$ cat src/rtl/logcap_pkg.sv
// Shared definitions for the log-capture UART path: arbiter states, grant IDs and the
// hub-visible UART data port address.
package logcap_pkg;

  typedef enum logic [1:0] {
    StIdle,
    StHub,
    StStream
  } arb_state_e;

  localparam logic GrantHub    = 1'b0;
  localparam logic GrantStream = 1'b1;

  // Hub register address that produces hub_write strobes toward this block.
  localparam logic [7:0] UartDataAddr = 8'h04;

endpackage

$ cat src/rtl/uart_tx_arbiter_if.sv
// Signal bundle between the hub/streamer/UART FIFO and the UART TX arbiter.
// The slave modport is the arbiter's view; master is the surrounding system.
interface uart_tx_arbiter_if #(
  parameter int unsigned HUB_FIFO_DEPTH = 4
);
  localparam int unsigned LevelW = $clog2(HUB_FIFO_DEPTH) + 1;

  logic [7:0]        hub_data;
  logic              hub_write;
  logic [LevelW-1:0] hub_level;
  logic              hub_overflow;
  logic              hub_overflow_clear;
  logic [7:0]        strm_data;
  logic              strm_valid;
  logic              strm_last;
  logic              strm_ready;
  logic [7:0]        data_tx;
  logic              utx_buffer_write;
  logic              utx_buffer_full;
  logic              busy;

  modport slave (
    input  hub_data, hub_write, hub_overflow_clear,
    input  strm_data, strm_valid, strm_last, utx_buffer_full,
    output hub_level, hub_overflow, strm_ready, data_tx, utx_buffer_write, busy
  );

  modport master (
    output hub_data, hub_write, hub_overflow_clear,
    output strm_data, strm_valid, strm_last, utx_buffer_full,
    input  hub_level, hub_overflow, strm_ready, data_tx, utx_buffer_write, busy
  );

endinterface

$ cat src/rtl/hub_tx_fifo.sv
// Small synchronous byte FIFO for hub writes. Pointers carry an extra wrap bit so
// full and empty are distinguishable; a push while full is taken only with a same-cycle pop.
module hub_tx_fifo #(
  parameter int unsigned DEPTH = 4
) (
  input  logic                      clk,
  input  logic                      reset,
  input  logic                      push,
  input  logic [7:0]                push_data,
  input  logic                      pop,
  output logic [7:0]                pop_data,
  output logic [$clog2(DEPTH):0]    level,
  output logic                      full,
  output logic                      empty
);
  localparam int unsigned AW = $clog2(DEPTH);

  logic [AW:0] wptr_q, rptr_q;
  logic [7:0]  mem_q [DEPTH];
  logic        push_ok, pop_ok;

  assign empty    = (wptr_q == rptr_q);
  assign full     = (wptr_q[AW] != rptr_q[AW]) && (wptr_q[AW-1:0] == rptr_q[AW-1:0]);
  assign level    = wptr_q - rptr_q;
  assign pop_ok   = pop & ~empty;
  assign push_ok  = push & (~full | pop_ok);
  assign pop_data = mem_q[rptr_q[AW-1:0]];

  always_ff @(posedge clk) begin
    if (reset) begin
      wptr_q <= '0;
      rptr_q <= '0;
    end else begin
      if (push_ok) wptr_q <= wptr_q + 1'b1;
      if (pop_ok)  rptr_q <= rptr_q + 1'b1;
    end
  end

  always_ff @(posedge clk) begin
    if (push_ok) mem_q[wptr_q[AW-1:0]] <= push_data;
  end

endmodule

$ cat src/rtl/uart_tx_arbiter.sv
// Shares the UART TX FIFO between buffered hub bytes and atomic stream frames,
// alternating turns when both are pending, through a one-entry output register.
module uart_tx_arbiter
  import logcap_pkg::*;
#(
  parameter int unsigned HUB_FIFO_DEPTH = 4,
  parameter int unsigned HUB_BURST_MAX  = 16
) (
  input  logic               clk,
  input  logic               reset,
  uart_tx_arbiter_if.slave   bus
);
  localparam int unsigned LevelW = $clog2(HUB_FIFO_DEPTH) + 1;

  arb_state_e        state_q, state_d;
  logic              last_grant_q, last_grant_d;
  logic [7:0]        burst_q, burst_d;
  logic              out_valid_q;
  logic [7:0]        out_data_q;
  logic              overflow_q;

  logic              fifo_pop, fifo_full, fifo_empty;
  logic [7:0]        fifo_data;
  logic [LevelW-1:0] fifo_level;
  logic              utx_write, load_ok, out_load, strm_ready;
  logic [7:0]        out_load_data;

  hub_tx_fifo #(
    .DEPTH (HUB_FIFO_DEPTH)
  ) u_fifo (
    .clk       (clk),
    .reset     (reset),
    .push      (bus.hub_write),
    .push_data (bus.hub_data),
    .pop       (fifo_pop),
    .pop_data  (fifo_data),
    .level     (fifo_level),
    .full      (fifo_full),
    .empty     (fifo_empty)
  );

  assign utx_write = out_valid_q & ~bus.utx_buffer_full;
  assign load_ok   = ~out_valid_q | utx_write;

  always_comb begin
    state_d       = state_q;
    last_grant_d  = last_grant_q;
    burst_d       = burst_q;
    fifo_pop      = 1'b0;
    strm_ready    = 1'b0;
    out_load      = 1'b0;
    out_load_data = out_data_q;
    unique case (state_q)
      StIdle: begin
        if (!fifo_empty && (!bus.strm_valid || last_grant_q == GrantStream)) begin
          state_d      = StHub;
          last_grant_d = GrantHub;
          burst_d      = '0;
        end else if (bus.strm_valid) begin
          state_d      = StStream;
          last_grant_d = GrantStream;
        end
      end
      StHub: begin
        if (fifo_empty) begin
          state_d = StIdle;
        end else if (load_ok) begin
          fifo_pop      = 1'b1;
          out_load      = 1'b1;
          out_load_data = fifo_data;
          if (burst_q != 8'hFF) burst_d = burst_q + 8'd1;
          // Leave on the pop that hits the burst limit or drains the last byte.
          if ((32'(burst_q) + 32'd1 >= HUB_BURST_MAX) ||
              (fifo_level == LevelW'(1) && !bus.hub_write)) begin
            state_d = StIdle;
          end
        end
      end
      StStream: begin
        strm_ready = load_ok;
        if (load_ok && bus.strm_valid) begin
          out_load      = 1'b1;
          out_load_data = bus.strm_data;
          if (bus.strm_last) state_d = StIdle;
        end
      end
      default: state_d = StIdle;
    endcase
  end

  always_ff @(posedge clk) begin
    if (reset) begin
      state_q      <= StIdle;
      last_grant_q <= GrantStream;
      burst_q      <= '0;
    end else begin
      state_q      <= state_d;
      last_grant_q <= last_grant_d;
      burst_q      <= burst_d;
    end
  end

  always_ff @(posedge clk) begin
    if (reset) begin
      out_valid_q <= 1'b0;
      out_data_q  <= '0;
    end else if (out_load) begin
      out_valid_q <= 1'b1;
      out_data_q  <= out_load_data;
    end else if (utx_write) begin
      out_valid_q <= 1'b0;
    end
  end

  // A dropped byte wins over a same-cycle clear.
  always_ff @(posedge clk) begin
    if (reset) begin
      overflow_q <= 1'b0;
    end else if (bus.hub_write && fifo_full && !fifo_pop) begin
      overflow_q <= 1'b1;
    end else if (bus.hub_overflow_clear) begin
      overflow_q <= 1'b0;
    end
  end

  assign bus.hub_level        = fifo_level;
  assign bus.hub_overflow     = overflow_q;
  assign bus.strm_ready       = strm_ready;
  assign bus.data_tx          = out_data_q;
  assign bus.utx_buffer_write = utx_write;
  assign bus.busy             = (state_q != StIdle) | out_valid_q;

endmodule

$ cat src/flat_wrapper.sv
// flat-port wrapper written by rule: the top's interface ports become plain ports
module uart_tx_arbiter_flat import logcap_pkg::*;
#(
  parameter int unsigned HUB_FIFO_DEPTH = 4,
  parameter int unsigned HUB_BURST_MAX  = 16
)
  (clk, reset, bus_hub_data, bus_hub_write, bus_hub_overflow_clear, bus_strm_data, bus_strm_valid, bus_strm_last, bus_utx_buffer_full, bus_hub_level, bus_hub_overflow, bus_strm_ready, bus_data_tx, bus_utx_buffer_write, bus_busy);
  uart_tx_arbiter_if #(.HUB_FIFO_DEPTH(HUB_FIFO_DEPTH)) bus_i ();
  input  logic clk;
  input  logic reset;
  input wire logic [$bits(bus_i.hub_data)-1:0] bus_hub_data;
  input wire logic [$bits(bus_i.hub_write)-1:0] bus_hub_write;
  input wire logic [$bits(bus_i.hub_overflow_clear)-1:0] bus_hub_overflow_clear;
  input wire logic [$bits(bus_i.strm_data)-1:0] bus_strm_data;
  input wire logic [$bits(bus_i.strm_valid)-1:0] bus_strm_valid;
  input wire logic [$bits(bus_i.strm_last)-1:0] bus_strm_last;
  input wire logic [$bits(bus_i.utx_buffer_full)-1:0] bus_utx_buffer_full;
  output wire logic [$bits(bus_i.hub_level)-1:0] bus_hub_level;
  output wire logic [$bits(bus_i.hub_overflow)-1:0] bus_hub_overflow;
  output wire logic [$bits(bus_i.strm_ready)-1:0] bus_strm_ready;
  output wire logic [$bits(bus_i.data_tx)-1:0] bus_data_tx;
  output wire logic [$bits(bus_i.utx_buffer_write)-1:0] bus_utx_buffer_write;
  output wire logic [$bits(bus_i.busy)-1:0] bus_busy;
  assign bus_i.hub_data = bus_hub_data;
  assign bus_i.hub_write = bus_hub_write;
  assign bus_i.hub_overflow_clear = bus_hub_overflow_clear;
  assign bus_i.strm_data = bus_strm_data;
  assign bus_i.strm_valid = bus_strm_valid;
  assign bus_i.strm_last = bus_strm_last;
  assign bus_i.utx_buffer_full = bus_utx_buffer_full;
  assign bus_hub_level = bus_i.hub_level;
  assign bus_hub_overflow = bus_i.hub_overflow;
  assign bus_strm_ready = bus_i.strm_ready;
  assign bus_data_tx = bus_i.data_tx;
  assign bus_utx_buffer_write = bus_i.utx_buffer_write;
  assign bus_busy = bus_i.busy;
  uart_tx_arbiter #(.HUB_FIFO_DEPTH(HUB_FIFO_DEPTH), .HUB_BURST_MAX(HUB_BURST_MAX)) u_core (.clk(clk), .reset(reset), .bus(bus_i));
endmodule
$ cat config.mk
export PLATFORM = sky130hd
export DESIGN_NAME = uart_tx_arbiter_flat
export DESIGN_NICKNAME = d
export VERILOG_FILES = /design/src/rtl/logcap_pkg.sv /design/src/rtl/uart_tx_arbiter_if.sv /design/src/rtl/hub_tx_fifo.sv /design/src/rtl/uart_tx_arbiter.sv /design/src/flat_wrapper.sv
export SDC_FILE = /design/constraint.sdc
export NUM_CORES = 1
export LEC_CHECK = 0
export ABC_AREA = 0
export BUFFER_PORTS_ARGS = -buffer_cell sky130_fd_sc_hd__buf_2
export CAP_MARGIN = 20
export CORE_MARGIN = 3
export CORE_UTILIZATION = 40
export DETAILED_ROUTE_END_ITERATION = 16
export GPL_TIMING_DRIVEN = 0
export SYNTH_ARGS = -nofsm -noshare
export SYNTH_HDL_FRONTEND = slang
export SYNTH_SLANG_ARGS = --single-unit
export TNS_END_PERCENT = 1
$ cat constraint.sdc
create_clock -name clk -period 3.6 [get_ports clk]
set_clock_uncertainty 0.05 [all_clocks]
set_input_delay 0.72 -clock clk [delete_from_list [all_inputs] [get_ports clk]]
set_output_delay 0.72 -clock clk [all_outputs]
set_load 0.03 [all_outputs]
== Word level (Yosys, flattened, before mapping) ==
Memory sizes are Yosys's and may differ from the RTL's. A register that Yosys moved wholly into a read port is not among the register bits.
Index checks and enable logic that the tools add are counted.

* Bits in registers: 27
* RAM bits: 32
* Input port bits: 23
* Output and inout bits: 15
* Logic and storage cells: 97
* Memories: 1

{| class="wikitable"
|+ Memory list
! memory !! depth !! bits a word !! read ports !! clocked after Yosys merged registers in !! wr ports !! RTL line !! source
|-
| u_core.u_fifo.mem_q || 4 || 8 || 1 || 1 || 1 || hub_tx_fifo.sv:19 || <nowiki>logic [7:0] mem_q [DEPTH];</nowiki>
|}

* Add/subtract/negate cells: 5
* $lt $le $gt $ge: 1
* Equality and inequality tests: 16
* Muxes and demuxes: 33
* Bitwise gates (word level): 10
* Reduce and logical (&&, ||, !) cells: 23

{| class="wikitable"
|+ Operator list
! operator !! count
|-
| $mux 8 || 7
|-
| $ge 32x5->1 const B || 1
|-
| $pmux 8 s2 || 2
|-
| $mux 2 || 9
|-
| $reduce_and 5->1 || 3
|-
| $mux 1 || 13
|-
| $reduce_bool 2->1 || 6
|-
| $add 8x1->9 const B || 1
|-
| $add 8x1->8 const B || 1
|-
| $ne 2x1->1 const B || 4
|-
| $ne 8x8->1 const B || 1
|-
| $add 3x1->3 const B || 2
|-
| $logic_and 1x1->1 || 6
|-
| $ne 3x1->1 const B || 2
|-
| $pmux 2 s3 || 1
|-
| $logic_not 1->1 || 4
|-
| $ne 2x2->1 const B || 2
|-
| $not 1->1 || 4
|-
| $and 1x1->1 || 3
|-
| $eq 3x1->1 const B || 1
|-
| $eq 3x3->1 || 1
|-
| $ne 3x2->1 const B || 1
|-
| $or 1x1->1 || 3
|-
| $sub 3x3->3 || 1
|-
| 8 further kinds || 9
|}

== Depth between registers and ports, before layout ==
Gate-level depths: netlist (run 1).

* Word-level depth: 11
* Mapped depth: 8
* Mapped depth without buffers: 7

== Hierarchy ==
Synthesis (run 1) repeated with hierarchy kept, for this count alone.

* Cells, all modules: 241
* Area, all modules: 2,852.7 µm²

{| class="wikitable"
|+ By module, submodules not included
! module !! times used !! cells an instance !! area each (µm²) !! seq. area each (µm²)
|-
| hub_tx_fifo || 1 || 97 || 1,670.4 || 1,121.1
|-
| uart_tx_arbiter || 1 || 144 || 1,182.4 || 420.4
|}

== Worst setup path after synthesis (run 1) ==
OpenSTA, ideal clock, no wires.

* Kind: register -> output
* Start: reg u_core.u_fifo.wptr_q[0]
* End: out bus_hub_level[2]
* Arrival: 1,614 ps
* Data required time: 2,830 ps
* Slack: 1,216 ps
* Stages on the path, launching flop included: 5
* Buffers on the path: 0
* Cell sequence: dfxtp_1 -> inv_1 -> ha_1 -> fa_1 -> xnor2_1

* Cells in the longest elaborated chain, start to end: 1

{| class="wikitable"
|+ RTL lines
! item !! RTL line !! source
|-
| start, declared || hub_tx_fifo.sv:18 || <nowiki>logic [AW:0] wptr_q, rptr_q;</nowiki>
|-
| start signal, assigned || hub_tx_fifo.sv:34 || <nowiki>if (push_ok) wptr_q <= wptr_q + 1'b1;</nowiki>
|-
| $sub 3x3->3 || hub_tx_fifo.sv:24 || <nowiki>assign level = wptr_q - rptr_q;</nowiki>
|-
| end, declared || flat_wrapper.sv:18 || <nowiki>output wire logic [$bits(bus_i.hub_level)-1:0] bus_hub_level;</nowiki>
|}

No other way between the ends.

== Worst setup path after layout (run 1) ==
Ends and elaborated chain as after synthesis.

==> results of run 1 <==
==> flip-flops by register name (all words and copies together) (netlist names), named ones only <==
register / cells
u_core.u_fifo.mem_q: 32
u_core.burst_q: 8
u_core.bus.data_tx: 8
u_core.u_fifo.rptr_q: 3
u_core.u_fifo.wptr_q: 3
u_core.state_q: 2
u_core.bus.hub_overflow: 1
u_core.last_grant_q: 1
u_core.out_valid_q: 1
==> cell families after synthesis <==
family                   share of synthesized area [%]
AO/OA/AOI/OAI                                    11.16
XOR/XNOR                                         3.433
adder cells (fa/ha/maj)                          5.691
buffers and inverters                            2.665
flip-flops                                       55.65
multiplexers                                     9.395
AND/OR/NAND/NOR                                  12.01
==> layout make-up <==
| type | count | area [um2] | share of cell area [%] |
|---|---|---|---|
| clock inverter | 6 | 95.09 | 2.904 |
| multi-input combinational | 153 | 1155 | 35.27 |
| clock buffer | 10 | 127.6 | 3.898 |
| buffer | 7 | 28.78 | 0.8789 |
| inverter | 12 | 45.04 | 1.376 |
| tap | 77 | 96.34 | 2.942 |
| sequential | 61 | 1541 | 47.08 |
| timing repair buffer | 37 | 185.2 | 5.655 |
==> cell usage in the layout, fill, tap and decap left out, types with 7 or more instances in the layout <==
| cell | count |
|---|---|
| mux4_2 | 8 |
| buf_2 | 39 |
| edfxtp_1 | 32 |
| dfxtp_1 | 29 |
| ha_1 | 11 |
| nand2_1 | 27 |
| a21oi_1 | 7 |
| clkbuf_8 | 9 |
| inv_1 | 12 |
| mux2i_1 | 8 |
| nor2_1 | 23 |
| xnor2_1 | 7 |
==> cells in the mapped netlist (2+ instances only) <==
cell type / instances / area [um2]
nand3_1: 4 / 20.02
edfxtp_1: 32 / 960.9
clkbuf_1: 5 / 18.77
a31o_2: 2 / 17.52
a21oi_1: 7 / 35.03
nand4_1: 2 / 12.51
a211o_1: 2 / 17.52
and2_1: 4 / 25.02
or3_1: 3 / 18.77
or2_2: 2 / 12.51
a211oi_1: 5 / 37.54
o31a_1: 2 / 17.52
o31ai_1: 2 / 15.01
o21ai_0: 6 / 30.03
nand2_1: 27 / 101.4
mux2i_1: 8 / 80.08
xnor2_1: 7 / 61.31
a311oi_1: 5 / 43.79
nor2_1: 23 / 86.33
xor2_1: 2 / 17.52
nand2b_1: 3 / 18.77
buf_2: 2 / 10.01
dfxtp_1: 29 / 580.6
nor2b_1: 2 / 12.51
mux4_2: 8 / 180.2
and3_1: 2 / 12.51
ha_1: 11 / 137.6
inv_1: 12 / 45.04
==> through the flow <==
stage	setup WS, ps	instances	power, uW	hold slack (ps)
final	924.4	363	1952	442.5
after global routing	810.6	363	2062	468.3
after CTS	903.3	363	1973	446.0
after detailed placement	1136	347	1294	427.6
after global placement	1162	347	1289	423.9
after floorplan	1216	233	1166	401.5
==> worst max-delay path, stage by stage, from the launching register on <==
cell,delay [ps]
dfxtp_1,390
inv_1,100
ha_1,210
fa_1,390
xnor2_1,240
buf_2,240
==> power by group through the flow <==
| stage | clock network (uW) | logic, uW | registers (uW) |
|---|---|---|---|
| after floorplan | 0 | 307 | 859 |
| after global placement | 0 | 462 | 827 |
| after detailed placement | 0 | 465 | 829 |
| after CTS | 693 | 467 | 813 |
| after global routing | 728 | 515 | 818 |
| final | 678 | 462 | 813 |
==> layer usage <==
layer | GRT usage [%] | vias to the layer above
met5 | 0 | -
met2 | 23.31 | 35
met1 | 20.60 | 887
li1 | - | 952
met3 | 3.687 | 5
met4 | 5.683 | 0
==> worst max path at each step <==
stage,to,slack (ps),cells past startpoint
final,bus_hub_level[2],920,5
after global placement,u_core.burst_q[6],1160,7
after global routing,bus_hub_level[2],810,5
after CTS,bus_hub_level[2],900,5
after detailed placement,u_core.burst_q[7],1140,7
after floorplan,bus_hub_level[2],1220,4
==> flow_summary.yaml, run 1 <==
route:
  m1WireLength_um: 2636
  routed_via_density: 5.176
  postRouteAntennaNets: 0
  remaining_drc_errors: 0
  drt_iter0_drc: 67
  first_pass_iters: 4
  top_layer: "met4"
  wl_met2_um: 2554
  vias: 1879
  met3_length_um: 201
  drt-total-wl_um: 5449
  routedWlPerCell_um: 15.01
sta:
  slew_viol_final: 0
  fmax_mhz: 373.7
  period_share_pct: 74.32
  relSlewSlack_pct: 37.45
  finalCriticalPeriod_ps: 2676
  setup_violations: 0
  rsz0062_at_grt: "false"
  worst_pin_slew_ps: 930.3
  hold_violations: 0
  tns_ps: 0
clocking:
  cts_resized: 0
  cts.sink_count: 61
  hold_buffers: 0
  numCtsBuffers: 9
  clock_path_buffers: 2
  cts_tree: "yes"
  cts_setup_buffers: 0
  cts.clk_slew.worst_paths_ps: 70
  root_buffer: "clkbuf_8"
  htreeDepth: 3
  clk_latency_ps: 330
synthesis:
  synth_edf_count: 32
  syn_avg_cell_area_um2: 11.89
  yosysSeqAreaShare_pct: 55.65
  synthCells: 233
  yosysWarnings: 0
  synthDistinctLibCells: 42
  synth_ff_type: "edfxtp_1"
  synth_seq_cells: 61
  async_reset_ff_share_pct: 0
  synthesis.area_um2: 2770
  synth_fp_nets: 268
power:
  p_sw_uw: 606.5
  pwr-share-clk_pct: 34.7
  seqPwrFrac_pct: 41.6
  p_int_uw: 1346
  p_per_area_nw_per_um2: 596.3
  combPwrFrac_pct: 23.7
  p_leak_uw: 0.001277
  p_sw_share_pct: 31.06
  irDropWorstVdd_mv: 0.2840
worst_setup_path:
  required_ps: 2830
  cp-start-kind: "register"
  criticalPathCategory: "register to output pin"
  arrival_ps: 1910
  ff2ff_setup_slack_ps: 1150
  rr_endpoint: "u_core.burst_q[7]"
  startpoint: "u_core.u_fifo.wptr_q[0]"
  end_kind: "output pin"
  crit_fanout: 4
  reg2reg_depth: 7
  rr_startpoint: "u_core.u_fifo.wptr_q[0]"
global_routing:
  grt_pass1_wl_um: 9011
  grt_max_degree: 13
  grtUsageTotal_pct: 15.09
  grt_pass1_vias: 1806
  overflow: 0
  antenna_found_initial: 0
floorplanning:
  fp-row-count: 29
  die_w_um: 89.22
  die_h_um: 89.22
  num_io_pins: 38
  die_area_um2: 7960
  core-area_um2: 6531
  start_util_pct: 42.41
worst_hold_path:
  hold_path_depth: 2
  min_from: "u_core.state_q[0]"
  hold_class: "register to register"
  holdPathEnd: "u_core.state_q[0]"
layout:
  design_area_um2: 3274
  fin_nets: 316
  final_core_util_pct: 50.13
  fillers: 595
  syn2layout_area_growth_pct: 18.20
  antenna_cells: 0
  drive_gt1_share_pct: 24.13
placed_design:
  port_buffers: 37
  hpwl_um: 3870
  dpl_cell_area_um2: 3052
  place_congestion: 0.7525
flow_run:
  maxCapViolations: 0
outcome:
  status: "completed"
Note: power is estimated with default switching activity, not from simulation.
==> run 2: changes to the inputs <==
- clock period: 3.6 -> 2.35 ns (I/O delays scaled with it)
==> run 2 against run 1 <==
Routed wire length up 2.1%. Utilization up 1.2 points. Via count up 0.64%. Critical path type unchanged. Sequential share of layout area down 1.1 points. Total power up 56%. Combinational power up 65%. Sequential cell count unchanged. Cell count up 0.55%. Final area up 2.5%. Count of clock-buffer cells in the layout unchanged. Critical path depth unchanged. Global-route usage up 0.16 points.
==> flow_summary.yaml, run 2 (synthesis results as in run 1) <==
layout:
  layout_common_cells: "buf_2, edfxtp_1, dfxtp_1"
  design_area_um2: 3356
  drive_gt1_share_pct: 28.82
  multi_input_area_um2: 1214
  final_common_cell: "buf_2"
  fillers: 587
  largest_register_ff_count: 32
  seqCellArea_um2: 1543
  syn2layout_area_growth_pct: 21.14
  fin_cells: 365
  antenna_cells: 0
  fin_nets: 318
worst_setup_path:
  cp-start-kind: "register"
  arrival_ps: 1720
  reg2reg_depth: 7
  startpoint: "u_core.u_fifo.wptr_q[0]"
  end_kind: "output pin"
  ff2ff_setup_slack_ps: 140
  required_ps: 1830
  crit_fanout: 4
  rr_startpoint: "u_core.u_fifo.rptr_q[1]"
  criticalPathCategory: "register to output pin"
  rr_endpoint: "u_core.burst_q[7]"
clocking:
  numCtsBuffers: 9
  htreeDepth: 3
  cts_tree: "yes"
  cts.clk_slew.worst_paths_ps: 70
  root_buffer: "clkbuf_8"
  clock_path_buffers: 2
  hold_buffers: 0
  clk_latency_ps: 330
  cts.sink_count: 61
global_routing:
  overflow: 0
  grt_max_degree: 13
  grt_pass1_wl_um: 9101
  antenna_found_initial: 0
  grt_pass1_vias: 1830
  grtUsageTotal_pct: 15.24
route:
  postRouteAntennaNets: 0
  routed_via_density: 5.181
  drt_iter0_drc: 58
  drt-total-wl_um: 5562
  first_pass_iters: 4
  vias: 1891
  remaining_drc_errors: 0
  routedWlPerCell_um: 15.24
power:
  seqPwrFrac_pct: 40.9
  combPwrFrac_pct: 24.9
  pwr-share-clk_pct: 34.2
  p_int_uw: 2085
  p_per_area_nw_per_um2: 908.2
  irDropWorstVdd_mv: 0.4365
  p_leak_uw: 0.001302
  p_sw_share_pct: 31.60
  finalPower_uw: 3048
  p_sw_uw: 963.0
sta:
  period_share_pct: 95.53
  hold_violations: 0
  setup_violations: 0
  fin_ws_ps: 105.1
  rsz0062_at_grt: "true"
  finalCriticalPeriod_ps: 2245
  worst_pin_slew_ps: 685.0
  fmax_mhz: 445.5
  slew_viol_final: 0
  relSlewSlack_pct: 54.33
worst_hold_path:
  hold_class: "primary input to register"
  hold_path_depth: 1
  min_from: "bus_hub_data[4]"
  holdPathEnd: "u_core.u_fifo.mem_q[1][4]"
floorplanning:
  die_h_um: 89.22
  start_util_pct: 42.41
  core-area_um2: 6531
  die_area_um2: 7960
  fp-row-count: 29
  num_io_pins: 38
  die_w_um: 89.22
placed_design:
  place_ws_ps: -114.2
  place_congestion: 0.7525
  place_inst: 347
  hpwl_um: 3870
  port_buffers: 37
  dpl_cell_area_um2: 3052
outcome:
  status: "completed"
flow_run:
  maxCapViolations: 0
-- run 2: changes by cell type in the layout (fill, tap and decap cells not counted), sizes merged --
cell / delta
buf: +1
clkbuf: +1
-- run 2: final cells by class --
class / count / share of cell area (%)
tap: 77 / 2.871
clock buffer: 10 / 3.803
buffer: 7 / 0.9694
timing repair buffer: 39 / 6.040
clock inverter: 6 / 2.834
inverter: 12 / 1.342
sequential: 61 / 45.97
multi-input combinational: 153 / 36.17
-- run 2: stage by stage --
step	hold WS [ps]	util [%]	setup TNS [ps]
3_3_place_gp	423.9	46.72	-259.6
5_1_grt	287.8	51.38	-14.41
2_1_floorplan	401.5	-	0
4_1_cts	282.1	50.36	0
6_report	294.3	51.38	0
3_5_place_dp	427.6	46.72	-417.9
-- run 2: metal layers --
| layer | vias to the layer above | GRT usage, % | share of wire (%) |
|---|---|---|---|
| met5 | - | 0 | 0 |
| met4 | 0 | 5.683 | 1.3 |
| met3 | 8 | 3.687 | 4.2 |
| met2 | 39 | 23.91 | 46 |
| met1 | 888 | 20.55 | 48 |
| li1 | 956 | - | - |
-- run 2: worst max path at each step --
stage                              endpoint  slack, ps  cells past startpoint
final                      bus_hub_level[2]        110                      5
after global routing      u_core.burst_q[7]        -10                      7
after CTS                  bus_hub_level[2]         20                      5
after detailed placement  u_core.burst_q[7]       -110                      7
after global placement    u_core.burst_q[6]        -90                      7
after floorplan           u_core.state_q[0]         60                      7
-- run 2: power groups by stage --
stage | clock, uW | combinational (uW) | sequential (uW)
6_report | 1040 | 760 | 1250
5_1_grt | 1120 | 842 | 1250
4_1_cts | 1060 | 722 | 1250
3_5_place_dp | 0 | 712 | 1270
3_3_place_gp | 0 | 708 | 1270
2_1_floorplan | 0 | 470 | 1320
-- run 2: timing repair --
action,in CTS,in global routing
setup endpoints to repair,8,28
pin swaps,1,2
gates resized for setup,5,12
hold endpoints to repair,0,0
setup buffers,0,2
-- run 2: worst max-delay path: stages, from the launching register on --
cell and delay (ps):
dfxtp_2 360, inv_1 80, ha_2 190, fa_1 410
xnor2_2 170, buf_4 190
==> run 3: changes to the inputs <==
- SYNTH_HIERARCHICAL: unset -> 1
==> run 3 against run 2 <==
Global-route usage shrank 0.82 points. Sequential cell count is the same. Hold slack gained 11 ps. Synthesized cell count grew 3.4%. Clock power shrank 22%. Sequential share of layout area shrank 1.3 points. Via count grew 3.0%. Synthesized area grew 3.0%. Maximum frequency shrank 3.7%. Routed wire length grew 0.40%. Register-to-register slack lost 120 ps. Critical path type is now register to register. Largest cell class unchanged. Largest power group unchanged. Highest routed layer unchanged.
==> flow_summary.yaml, run 3 <==
route:
  drt-total-wl_um: 5584
  wl_met2_um: 2758
  remaining_drc_errors: 0
  vias: 1948
  top_layer: "met4"
  m1WireLength_um: 2586
  postRouteAntennaNets: 0
  routed_via_density: 4.982
  drt_iter0_drc: 56
  routedWlPerCell_um: 14.28
  met3_length_um: 169
  first_pass_iters: 4
worst_setup_path:
  criticalPathCategory: "register to register"
  cp-start-kind: "register"
  end_kind: "register"
  crit_fanout: 4
  arrival_ps: 2540
  max_stage_delay_ps: 530
  crit_top_cell: "inv_2"
  cp_slowest_cell: "fa_2"
  cp_cell_sequence: "inv_2 > ha_4 > fa_2 > inv_2 > nor4b_4 > or4_4 > a21oi_2 > or4_1 > a21oi_1"
  required_ps: 2560
placed_design:
  hpwl_um: 4074
  dpl_cell_area_um2: 3193
  port_buffers: 36
  place_congestion: 0.7566
clocking:
  cts.clk_slew.worst_paths_ps: 70
  htreeDepth: 3
  cts_tree: "yes"
  cts.sink_count: 61
  root_buffer: "clkbuf_8"
  numCtsBuffers: 9
  clock_path_buffers: 2
  clk_latency_ps: 330
sta:
  tns_ps: 0
  hold_violations: 0
  setup_violations: 0
  holdWs_ps: 305.0
  worst_pin_slew_ps: 750.2
  rsz0062_at_grt: "true"
  relSlewSlack_pct: 49.62
  finalCriticalPeriod_ps: 2331
  period_share_pct: 99.17
  fmax_mhz: 429.1
  slew_viol_final: 0
floorplanning:
  die_h_um: 90.45
  core-area_um2: 6869
  fp-row-count: 30
  start_util_pct: 41.53
  num_io_pins: 38
  die_w_um: 90.45
  die_area_um2: 8181
layout:
  layout_common_cells: "buf_2, edfxtp_1, dfxtp_1"
  syn2layout_area_growth_pct: 21.23
  fin_nets: 326
  multi_input_area_um2: 1334
  antenna_cells: 0
  largest_register_ff_count: 32
  design_area_um2: 3458
  final_common_cell: "buf_2"
  drive_gt1_share_pct: 32.88
  final_core_util_pct: 50.35
  seqCellArea_um2: 1544
  fillers: 613
synthesis:
  synthCells: 241
  yosysSeqAreaShare_pct: 54.04
  yosysWarnings: 6
  synth_top_area_share_pct: 33.68
  synthesis.area_um2: 2853
  synth_area_leaders: "edfxtp_1, dfxtp_1, mux4_2"
  synth_seq_cells: 61
  synth_ff_type: "edfxtp_1"
  synth_fp_nets: 277
  synthTopCellsByCount: "edfxtp_1, dfxtp_1, nor2_1, nand2_1, inv_1"
  async_reset_ff_share_pct: 0
  syn_avg_cell_area_um2: 11.84
  synth_top_cell_by_area: "edfxtp_1"
  synth_edf_count: 32
  post-synth-top-count-cell: "edfxtp_1"
  synthDistinctLibCells: 49
global_routing:
  grt_max_degree: 13
  overflow: 0
  grtUsageTotal_pct: 14.42
  grt_pass1_wl_um: 9377
  grt_pass1_vias: 1909
  antenna_found_initial: 0
power:
  p_per_area_nw_per_um2: 871.5
  p_leak_uw: 0.001322
  irDropWorstVdd_mv: 0.2900
flow_run:
  maxCapViolations: 0
outcome:
  status: "completed"
worst_hold_path:
  hold_class: "primary input to register"
[run 3: final cells by class]
class / count / share of cell area, %
timing repair buffer: 38 / 5.644
clock inverter: 7 / 1.520
multi-input combinational: 159 / 38.57
tap: 96 / 3.473
sequential: 61 / 44.65
inverter: 13 / 1.483
buffer: 8 / 1.085
clock buffer: 9 / 3.582
[run 3: path summary, 6_finish.rpt]
check | to | slack, ps | from | cells past startpoint
max reg2reg | u_core/state_q[0] | 20 | u_core/u_fifo/wptr_q[0] | 9
max | u_core/state_q[0] | 20 | u_core/u_fifo/wptr_q[0] | 9
min reg2reg | u_core/last_grant_q | 440 | u_core/last_grant_q | 1
min | u_core/u_fifo/mem_q[3][2] | 300 | bus_hub_data[2] | 1
[run 3: where the power goes]
group          internal, uW  switching, uW
sequential             1220           49.9
clock                   385            429
combinational           369            557
total                  1980           1040
[run 3: timing repair]
item	CTS	global route
pin swaps	3	0
setup endpoints to repair	58	45
setup buffers	2	0
hold buffers	0	0
gates resized for setup	14	5
[run 3: per-stage QoR]
stage	cells	worst slack [ps]	total power [uW]
5_1_grt	391	-83.98	3197
3_5_place_dp	373	-398.4	2175
6_report	391	19.49	3014
2_1_floorplan	241	3.216	1956
4_1_cts	391	-46.12	3028
3_3_place_gp	373	-408.4	2164
[run 3: cell families after synthesis]
logic type      Yosys count  synth area share [%]
compound gates           42                 10.04
xor+xnor                  6                 1.842
fa+ha+maj                13                 5.965
buf+inv                  21                 2.895
flops                    61                 54.04
mux                      21                 11.18
simple gates             77                 14.04
[run 3: per-layer routing]
metal / track usage (%) / vias up
met2: 23.34 / 41
met5: 0 / -
met1: 19.02 / 919
met4: 5.357 / 0
met3: 3.167 / 6
li1: - / 982
[run 3: worst max-delay path, delay by kind of cell, from the launching register on]
| family | cells | cell delay (ps) |
|---|---|---|
| AO/OA/AOI/OAI | 2 | 180 |
| AND/OR/NAND/NOR | 3 | 840 |
| adder cells (fa/ha/maj) | 2 | 690 |
| buffers and inverters | 2 | 130 |
| flip-flops | 1 | 360 |
